`src/rtl/mem_ctrl.sv`:
```
// -----------------------------------------------------------------------------
// mem_ctrl : single owner of the byte-wide RAM/IO port.
//
// Arbitrates between instruction fetch (32-bit word reads) and the load/store
// buffer (1/2/4-byte loads and stores), serialises each access into byte
// beats, reassembles read data little-endian and returns a one-cycle done
// pulse together with the value.
//
// Ports
//   clk, rst        : clock, asynchronous active-high reset
//   rdy             : global enable; low freezes state (mem_wr forced to 0)
//   roll            : misprediction flush (aborts reads, never stores)
//   IF_flag/addr    : fetch request, held until IF_done
//   IF_done/val     : fetch-complete pulse and fetched word
//   LSB_flag/op/addr/len/data : LSB request (op 0 = load, 1 = store)
//   LSB_done/val    : LSB complete pulse and zero-extended load data
//   mem_din         : RAM read byte, valid the cycle mem_a is presented
//   mem_dout/a/wr   : RAM write byte, byte address, write strobe
//   io_buffer_full  : IO write sink cannot accept a byte
//
// Build option
//   MEM_CTRL_RR_EN  : defined -> round-robin arbitration on a tie;
//                     undefined -> fixed priority, LSB over IF.
// -----------------------------------------------------------------------------
module mem_ctrl #(
  parameter int         ADDR_W = 32,
  parameter logic [1:0] IO_HI  = 2'b11
) (
  input  logic              clk,
  input  logic              rst,
  input  logic              rdy,
  input  logic              roll,
  input  logic              IF_flag,
  input  logic [ADDR_W-1:0] IF_addr,
  output logic              IF_done,
  output logic [31:0]       IF_val,
  input  logic              LSB_flag,
  input  logic              LSB_op,
  input  logic [ADDR_W-1:0] LSB_addr,
  input  logic [2:0]        LSB_len,
  input  logic [31:0]       LSB_data,
  output logic              LSB_done,
  output logic [31:0]       LSB_val,
  input  logic [7:0]        mem_din,
  output logic [7:0]        mem_dout,
  output logic [ADDR_W-1:0] mem_a,
  output logic              mem_wr,
  input  logic              io_buffer_full
);

  typedef enum logic [1:0] {ST_IDLE, ST_READ, ST_WRITE, ST_DONE} state_t;
  typedef enum logic [1:0] {OWN_NONE, OWN_IF, OWN_LSB} owner_t;

  // Any length other than 1 or 2 is handled as a full word.
  function automatic logic [2:0] decode_len(input logic [2:0] len);
    case (len)
      3'd1:    return 3'd1;
      3'd2:    return 3'd2;
      default: return 3'd4;
    endcase
  endfunction

  state_t              r_state, w_state;
  owner_t              r_owner, w_owner;
  logic [2:0]          r_cnt, w_cnt;
  logic [2:0]          r_len, w_len;
  logic [ADDR_W-1:0]   r_addr, w_addr;
  logic [31:0]         r_data, w_data;
  logic [31:0]         r_asm, w_asm;
  logic [ADDR_W-1:0]   r_mem_a, w_mem_a;
  logic                r_mem_wr, w_mem_wr;
  logic [7:0]          r_mem_dout, w_mem_dout;
  logic                r_if_done, w_if_done;
  logic [31:0]         r_if_val, w_if_val;
  logic                r_lsb_done, w_lsb_done;
  logic [31:0]         r_lsb_val, w_lsb_val;

  logic                w_accept;
  logic                w_grant_lsb;
  logic                w_io_stall;
  logic [1:0]          w_rd_idx;

  assign w_accept   = (r_state == ST_IDLE) && !roll && (IF_flag || LSB_flag);
  assign w_io_stall = (r_addr[17:16] == IO_HI) && io_buffer_full;
  // Byte slot being captured this cycle: cnt runs one ahead of the data.
  assign w_rd_idx   = r_cnt[1:0] - 2'd1;

`ifdef MEM_CTRL_RR_EN
  // Last-winner bit: 0 = IF, 1 = LSB. Resets to IF so LSB takes the first tie.
  logic r_last_lsb;

  assign w_grant_lsb = LSB_flag && (!IF_flag || !r_last_lsb);

  always_ff @(posedge clk or posedge rst) begin
    if (rst) begin
      r_last_lsb <= 1'b0;
    end else if (rdy && w_accept) begin
      r_last_lsb <= w_grant_lsb;
    end
  end
`else
  assign w_grant_lsb = LSB_flag;
`endif

  // Next-state and next-output logic
  always_comb begin
    w_state    = r_state;
    w_owner    = r_owner;
    w_cnt      = r_cnt;
    w_len      = r_len;
    w_addr     = r_addr;
    w_data     = r_data;
    w_asm      = r_asm;
    w_mem_a    = r_mem_a;
    w_mem_wr   = 1'b0;
    w_mem_dout = r_mem_dout;
    w_if_done  = 1'b0;
    w_if_val   = r_if_val;
    w_lsb_done = 1'b0;
    w_lsb_val  = r_lsb_val;

    case (r_state)
      ST_IDLE: begin
        if (w_accept) begin
          w_asm = 32'd0;
          if (w_grant_lsb) begin
            w_owner = OWN_LSB;
            w_addr  = LSB_addr;
            w_len   = decode_len(LSB_len);
            w_data  = LSB_data;
          end else begin
            w_owner = OWN_IF;
            w_addr  = IF_addr;
            w_len   = 3'd4;
            w_data  = 32'd0;
          end
          w_mem_a = w_addr;
          if (w_grant_lsb && LSB_op) begin
            w_state = ST_WRITE;
            w_cnt   = 3'd0;
          end else begin
            w_state = ST_READ;
            w_cnt   = 3'd1;
          end
        end
      end

      ST_READ: begin
        if (roll) begin
          // Flushed fetch/load: drop it silently, nobody sees data.
          w_state = ST_IDLE;
          w_owner = OWN_NONE;
          w_cnt   = 3'd0;
        end else begin
          w_asm[{w_rd_idx, 3'b000} +: 8] = mem_din;
          if (r_cnt < r_len) begin
            w_mem_a = r_addr + ADDR_W'(r_cnt);
            w_cnt   = r_cnt + 3'd1;
          end else begin
            w_state = ST_DONE;
            if (r_owner == OWN_LSB) begin
              w_lsb_done = 1'b1;
              w_lsb_val  = w_asm;
            end else begin
              w_if_done  = 1'b1;
              w_if_val   = w_asm;
            end
          end
        end
      end

      ST_WRITE: begin
        // Stores are committed, so roll is deliberately ignored here.
        if (!w_io_stall) begin
          w_mem_wr   = 1'b1;
          w_mem_a    = r_addr + ADDR_W'(r_cnt);
          w_mem_dout = r_data[{r_cnt[1:0], 3'b000} +: 8];
          w_cnt      = r_cnt + 3'd1;
          if (r_cnt == r_len - 3'd1) begin
            w_state    = ST_DONE;
            w_lsb_done = 1'b1;
          end
        end
      end

      ST_DONE: begin
        // Requester is still lowering its flag; accept nothing this cycle.
        w_state = ST_IDLE;
        w_owner = OWN_NONE;
        w_cnt   = 3'd0;
      end

      default: begin
        w_state = ST_IDLE;
        w_owner = OWN_NONE;
        w_cnt   = 3'd0;
      end
    endcase
  end

  // State and output registers
  always_ff @(posedge clk or posedge rst) begin
    if (rst) begin
      r_state    <= ST_IDLE;
      r_owner    <= OWN_NONE;
      r_cnt      <= 3'd0;
      r_len      <= 3'd0;
      r_addr     <= '0;
      r_data     <= 32'd0;
      r_asm      <= 32'd0;
      r_mem_a    <= '0;
      r_mem_wr   <= 1'b0;
      r_mem_dout <= 8'd0;
      r_if_done  <= 1'b0;
      r_if_val   <= 32'd0;
      r_lsb_done <= 1'b0;
      r_lsb_val  <= 32'd0;
    end else if (!rdy) begin
      r_mem_wr   <= 1'b0;
    end else begin
      r_state    <= w_state;
      r_owner    <= w_owner;
      r_cnt      <= w_cnt;
      r_len      <= w_len;
      r_addr     <= w_addr;
      r_data     <= w_data;
      r_asm      <= w_asm;
      r_mem_a    <= w_mem_a;
      r_mem_wr   <= w_mem_wr;
      r_mem_dout <= w_mem_dout;
      r_if_done  <= w_if_done;
      r_if_val   <= w_if_val;
      r_lsb_done <= w_lsb_done;
      r_lsb_val  <= w_lsb_val;
    end
  end

  assign IF_done  = r_if_done;
  assign IF_val   = r_if_val;
  assign LSB_done = r_lsb_done;
  assign LSB_val  = r_lsb_val;
  assign mem_a    = r_mem_a;
  assign mem_wr   = r_mem_wr;
  assign mem_dout = r_mem_dout;

endmodule

```
`config.mk`:
```
export PLATFORM = sky130hd
export DESIGN_NAME = mem_ctrl
export DESIGN_NICKNAME = d
export VERILOG_FILES = /design/src/rtl/mem_ctrl.sv
export SDC_FILE = /design/constraint.sdc
export NUM_CORES = 1
export LEC_CHECK = 0
export CORE_MARGIN = 4
export CORE_UTILIZATION = 51
export DETAILED_ROUTE_END_ITERATION = 6
export PLACE_DENSITY = 0.8
export SYNTH_ARGS = -nofsm -noshare
export SYNTH_HDL_FRONTEND = slang
export SYNTH_SLANG_ARGS = --single-unit
```
`constraint.sdc`:
```
create_clock -name clk -period 9.9 [get_ports clk]
set_input_delay 1.98 -clock clk [delete_from_list [all_inputs] [get_ports clk]]
set_output_delay 1.98 -clock clk [all_outputs]
set_load 0.02 [all_outputs]
```
After elaboration in Yosys (flattened, before gate mapping) --
Cells that the tools add are included.
Operators by class: add/subtract/negate cells 5, equality and inequality tests 16, shift operators 3, multiplexer cells 43, bitwise operators 4, magnitude comparators 1, reduce and logical (&&, ||, !) cells 19
Operators with widths (count):
- 32-bit two-way mux | 8
- 32-bit one-hot mux with 3 select lines | 1
- 32-bit one-hot mux with 2 select lines | 1
- 32-bit by 3-bit adder with 32-bit output | 1
- 32-bit bitwise mux | 1
- 8-bit by 7-bit variable shift with 32-bit output, first input constant | 1
- 32-bit by 6-bit indexed part select with 8-bit output | 1
- 8-bit by 7-bit indexed part select with 32-bit output | 1
- 2-bit two-way mux | 9
- 3-bit two-way mux | 5
- 5-bit AND reduction | 3
- 1-bit two-way mux | 13
- 2-bit != test, second input constant | 6
- 3-bit one-hot mux with 4 select lines | 1
- 4-bit AND reduction | 3
- 2-bit == test, second input constant | 4
- 2-bit one-hot mux with 4 select lines | 1
- 5-bit negator with 7-bit output | 1
- 3-bit != test, second input constant | 2
- 2-bit one-hot mux with 3 select lines | 1
- 3-bit one-hot mux with 2 select lines | 1
- 3-bit AND reduction | 2
- 6-bit AND reduction | 1
- 3-bit nonzero test | 2
- other kinds (15) | 21
Storage, ports and cells: flip-flop bits (word level) 213, output and inout bits 107

Depth between registers and ports, before layout --
depth after elaboration 6, mapped depth 11, gate-level depth less buffers 7

Worst setup path after synthesis --
OpenSTA, ideal clock, no wires.
path type input port to flip-flop, start point input LSB_flag, end point register r_mem_a[12] (netlist: mem_a[12]), arrival time 3392 ps, setup slack 6382 ps, stages 6, library setup time 126 ps, path buffers 2, cells stage by stage buf_2 -> o21bai_1 -> a221oi_2 -> nand4_2 -> clkbuf_1 -> a221o_1
On the way: longest elaborated chain between the ends 4
Ends and longest elaborated chain:
- start: declaration | line 37 | input logic LSB_flag,
- 1-bit logical OR | line 83 | assign w_accept = (r_state == ST_IDLE) && !roll && (IF_flag || LSB_flag);
- 1-bit logical AND | line 83
- 2-bit != test (no source line)
- 6-bit AND reduction (no source line)
- end signal: assignment | line 228 | r_mem_a <= w_mem_a;
- end: declaration | line 70 | logic [ADDR_W-1:0] r_mem_a, w_mem_a;
Parallel ways exist; a longest one is shown, timed or not. The select of a mux whose other input is x is not followed. A chain may end at the register's enable or synchronous reset.

Worst setup path in the final report --
start point input rdy, end point register r_mem_a[16] (netlist: mem_a[16])
On the way: longest elaborated chain between the ends 1
Ends and longest elaborated chain:
- start: declaration | line 31 | input logic rdy,
- 6-bit AND reduction (no source line)
No other way between the ends.

==> out/qor.txt <==
Routed vias/inst = 5.61
RSZ-0062 raised after global routing = false
Setup TNS = 0 ps
Total gr overflow = 0
CP Cell Sequence = clkdlybuf4s50_1 > inv_1 > a221oi_2 > nand4_2 > buf_4 > nor2_2 > a221o_1
Register area share after synthesis = 0.517
Final hold viol count = 0
Syn_nets = 1171
Fin. max-slew vios = 0
Crit path from = rdy
Cell Rows = 51
Max rail drop VDD = 0.000144 V
Routability cong. = 0.864
Starting Density = 0.524
Worst min-delay path category = flop to flop
CTS hold repair buffers = 0
Setup CP Type = primary input to flop
Final min period = 4320 ps
Outcome = finished clean
Synth top area share = 0.517
FMAX = 232 MHz
Power Density = 306 nW/um2
Filler cell count = 1582
Non-filler instance count after layout = 1505
Syn avg cell area = 9.94 um2
Hold path cells = 2
Total number of vias = 8440
CTS tree = done
Yosys Warn Count = 0
Post-DP HPWL = 18400 um
Most frequent cells in the layout = clkdlybuf4s50_1, dfrtp_1, nand2_1, o21ai_0, nand3_1
Slowest CP cell = clkdlybuf4s50_1
Core Box Area = 19700 um2
Commonest non-fill, non-tap cell in the layout = clkdlybuf4s50_1
Depth of the most critical reg-to-reg path = 9
TritonRoute pass-1 iters = 5
Area growth syn-to-layout = 30.5%
Clk_skew = 11.7 ps
Number of cells on the critical path = 7
Die Y = 150 um
EDFF count, synth = 0
Post-route ant nets = 0
Detailed-route DRC error count = 0
Hold_ws = 461 ps
Io pins = 222
Setup repair bufs after CTS = 0
Reg2Reg Launch Point = r_state[1]$_DFFE_PP0P_
Crit Path Max Fanout = 64
Reg clk slew, reported paths = 60 ps
H-Tree Depth = 1
Initial antenna violation count = 2
Placed cell count = 1465
First-pass GRT wire length = 43200 um
Max-slew headroom = 0.276
Layout cells sized above 1 = 0.0718
Port-buffer cells = 221
Clk sinks = 213
Ys flop type = dfrtp_1
Total Wirelength = 26400 um
Clk buf depth = 3
Worst path max stage delay = 820 ps
# setup viols final = 0
Slack of the worst reg-to-reg path = 6520 ps
CTS Root Buffer Type = clkbuf_16
Largest net degree at the start of global routing = 100
Setup crit start kind = primary input
Worst EP required = 10330 ps
Synthesized area = 10300 um2
Post-CTS resize count = 0
Die Area = 22500 um2
Vias in the first global route = 8313
Synth area leader = dfrtp_1
Period utilization = 0.436
Top cells by area in the synthesized netlist = dfrtp_1, nand2_1, o21ai_0
Worst-margin pin slew = 1080 ps
Post-synth cell types = 57
GRT Util Overall = 0.234
CTS Buf Count = 22
Leak = 6.05 nW
Clk_lat worst skew = 500 ps
Fraction of registers with async set/reset = 1.00
Initial DRC count = 599
Die Span X = 150 um
CP bufs+invs = 3
Worst setup endpoint = mem_a[16]$_DFFE_PP0P_
Crit path DAT = 4750 ps
Max cap viols = 0
#FFs+latches synth = 213
Top delay family on crit path = buffers and inverters
CP Capture Type = flop
Cells after synthesis = 1037
Layout net count = 1358
Routed length per instance = 17.6 um
Worst R2R End = mem_a[16]$_DFFE_PP0P_
==> worst register-to-register path, delay by kind of cell, from the launching register on <==
kind | cells | cell delay (ps)
DFF | 1 | 430
AOI/OAI and AO/OA | 1 | 280
buffers and inverters | 3 | 790
adders and majority gates | 1 | 140
and+or+nand+nor | 4 | 1700
==> routing by layer <==
layer  track usage  vias to the layer above  wire length, um  share of wire
met3        0.0452                       37             1620          0.061
met4        0.0544                        2              504          0.019
met2         0.379                      260            12700           0.48
met5             0                        -               13        0.00049
met1         0.330                     4126            11600           0.44
li1              -                     4015                -              -
==> state kept, by name (all words and copies together) (netlist names) <==
| register | count |
|---|---|
| mem_dout | 8 |
| r_asm | 32 |
| LSB_done | 1 |
| mem_a | 32 |
| IF_done | 1 |
| r_state | 2 |
| mem_wr | 1 |
| r_owner | 2 |
| r_data | 32 |
| r_addr | 32 |
| r_len | 3 |
| LSB_val | 32 |
| r_cnt | 3 |
| IF_val | 32 |
==> cell usage after synthesis, types with 4 or more instances <==
cell      instances
buf_1            11
nor2b_1          35
mux4_2            8
nand4_1          10
a21o_1           35
dfrtp_1         213
or3_1             4
mux2_2           14
nor3_1           24
o31ai_1           4
xor2_1            9
a21oi_1          42
nand2_1         194
nor2_1           17
inv_1            20
and3_1            4
xnor2_1          20
clkbuf_1         52
ha_1             18
o21ai_0         117
o211ai_1          5
nand3_1          47
buf_2             6
and2_1            4
a22o_1           32
a221o_1          16
mux2i_1          36
==> worst min-delay path by stage <==
stage                                 startpoint                      to  slack (ps)
after CTS                 r_data[28]$_DFFE_PP0P_  r_data[28]$_DFFE_PP0P_         470
after global placement    r_data[11]$_DFFE_PP0P_  r_data[11]$_DFFE_PP0P_         440
after floorplan           r_data[16]$_DFFE_PP0P_  r_data[16]$_DFFE_PP0P_         430
after detailed placement  r_data[28]$_DFFE_PP0P_  r_data[28]$_DFFE_PP0P_         450
after global routing      r_data[11]$_DFFE_PP0P_  r_data[11]$_DFFE_PP0P_         490
final                     r_data[28]$_DFFE_PP0P_  r_data[28]$_DFFE_PP0P_         460
==> per-stage QoR <==
stage | area [um2] | worst slack (ps) | util | power (W)
after floorplan | 10300 | 2100 | - | 0.00260
after CTS | 13400 | 5630 | 0.684 | 0.00414
final | 13400 | 5580 | 0.684 | 0.00411
after detailed placement | 12700 | 5120 | 0.647 | 0.00329
after global routing | 13400 | 5430 | 0.684 | 0.00439
after global placement | 12700 | 5190 | 0.647 | 0.00322
==> cell type report <==
type	count	area [um2]	area share
timing repair buffer	232	2290	0.170
clock inverter	9	101	0.00754
clock buffer	30	622	0.0462
tap	265	332	0.0247
sequential	213	5330	0.396
inverter	20	82.6	0.00614
multi-input combinational	735	4690	0.349
antenna	1	2.50	0.000186
==> logic make-up (layout without fill, tap and decap cells) <==
family          after synthesis  in the layout  synth area share
simple gates                361            361             0.167
compound gates              268            268             0.167
flops                       213            213             0.517
buf+inv                      89            291            0.0331
mux                          58             58            0.0677
xor+xnor                     29             29            0.0246
fa+ha+maj                    19             19            0.0238
other cells                   0              1                 0
==> power breakdown <==
group	switching, W	internal [W]	leakage [nW]
combinational	0.000949	0.000815	2.95
clock	0.000337	0.000493	0.356
sequential	0.000283	0.00124	2.74
Note: power is estimated with default switching activity, not from simulation.
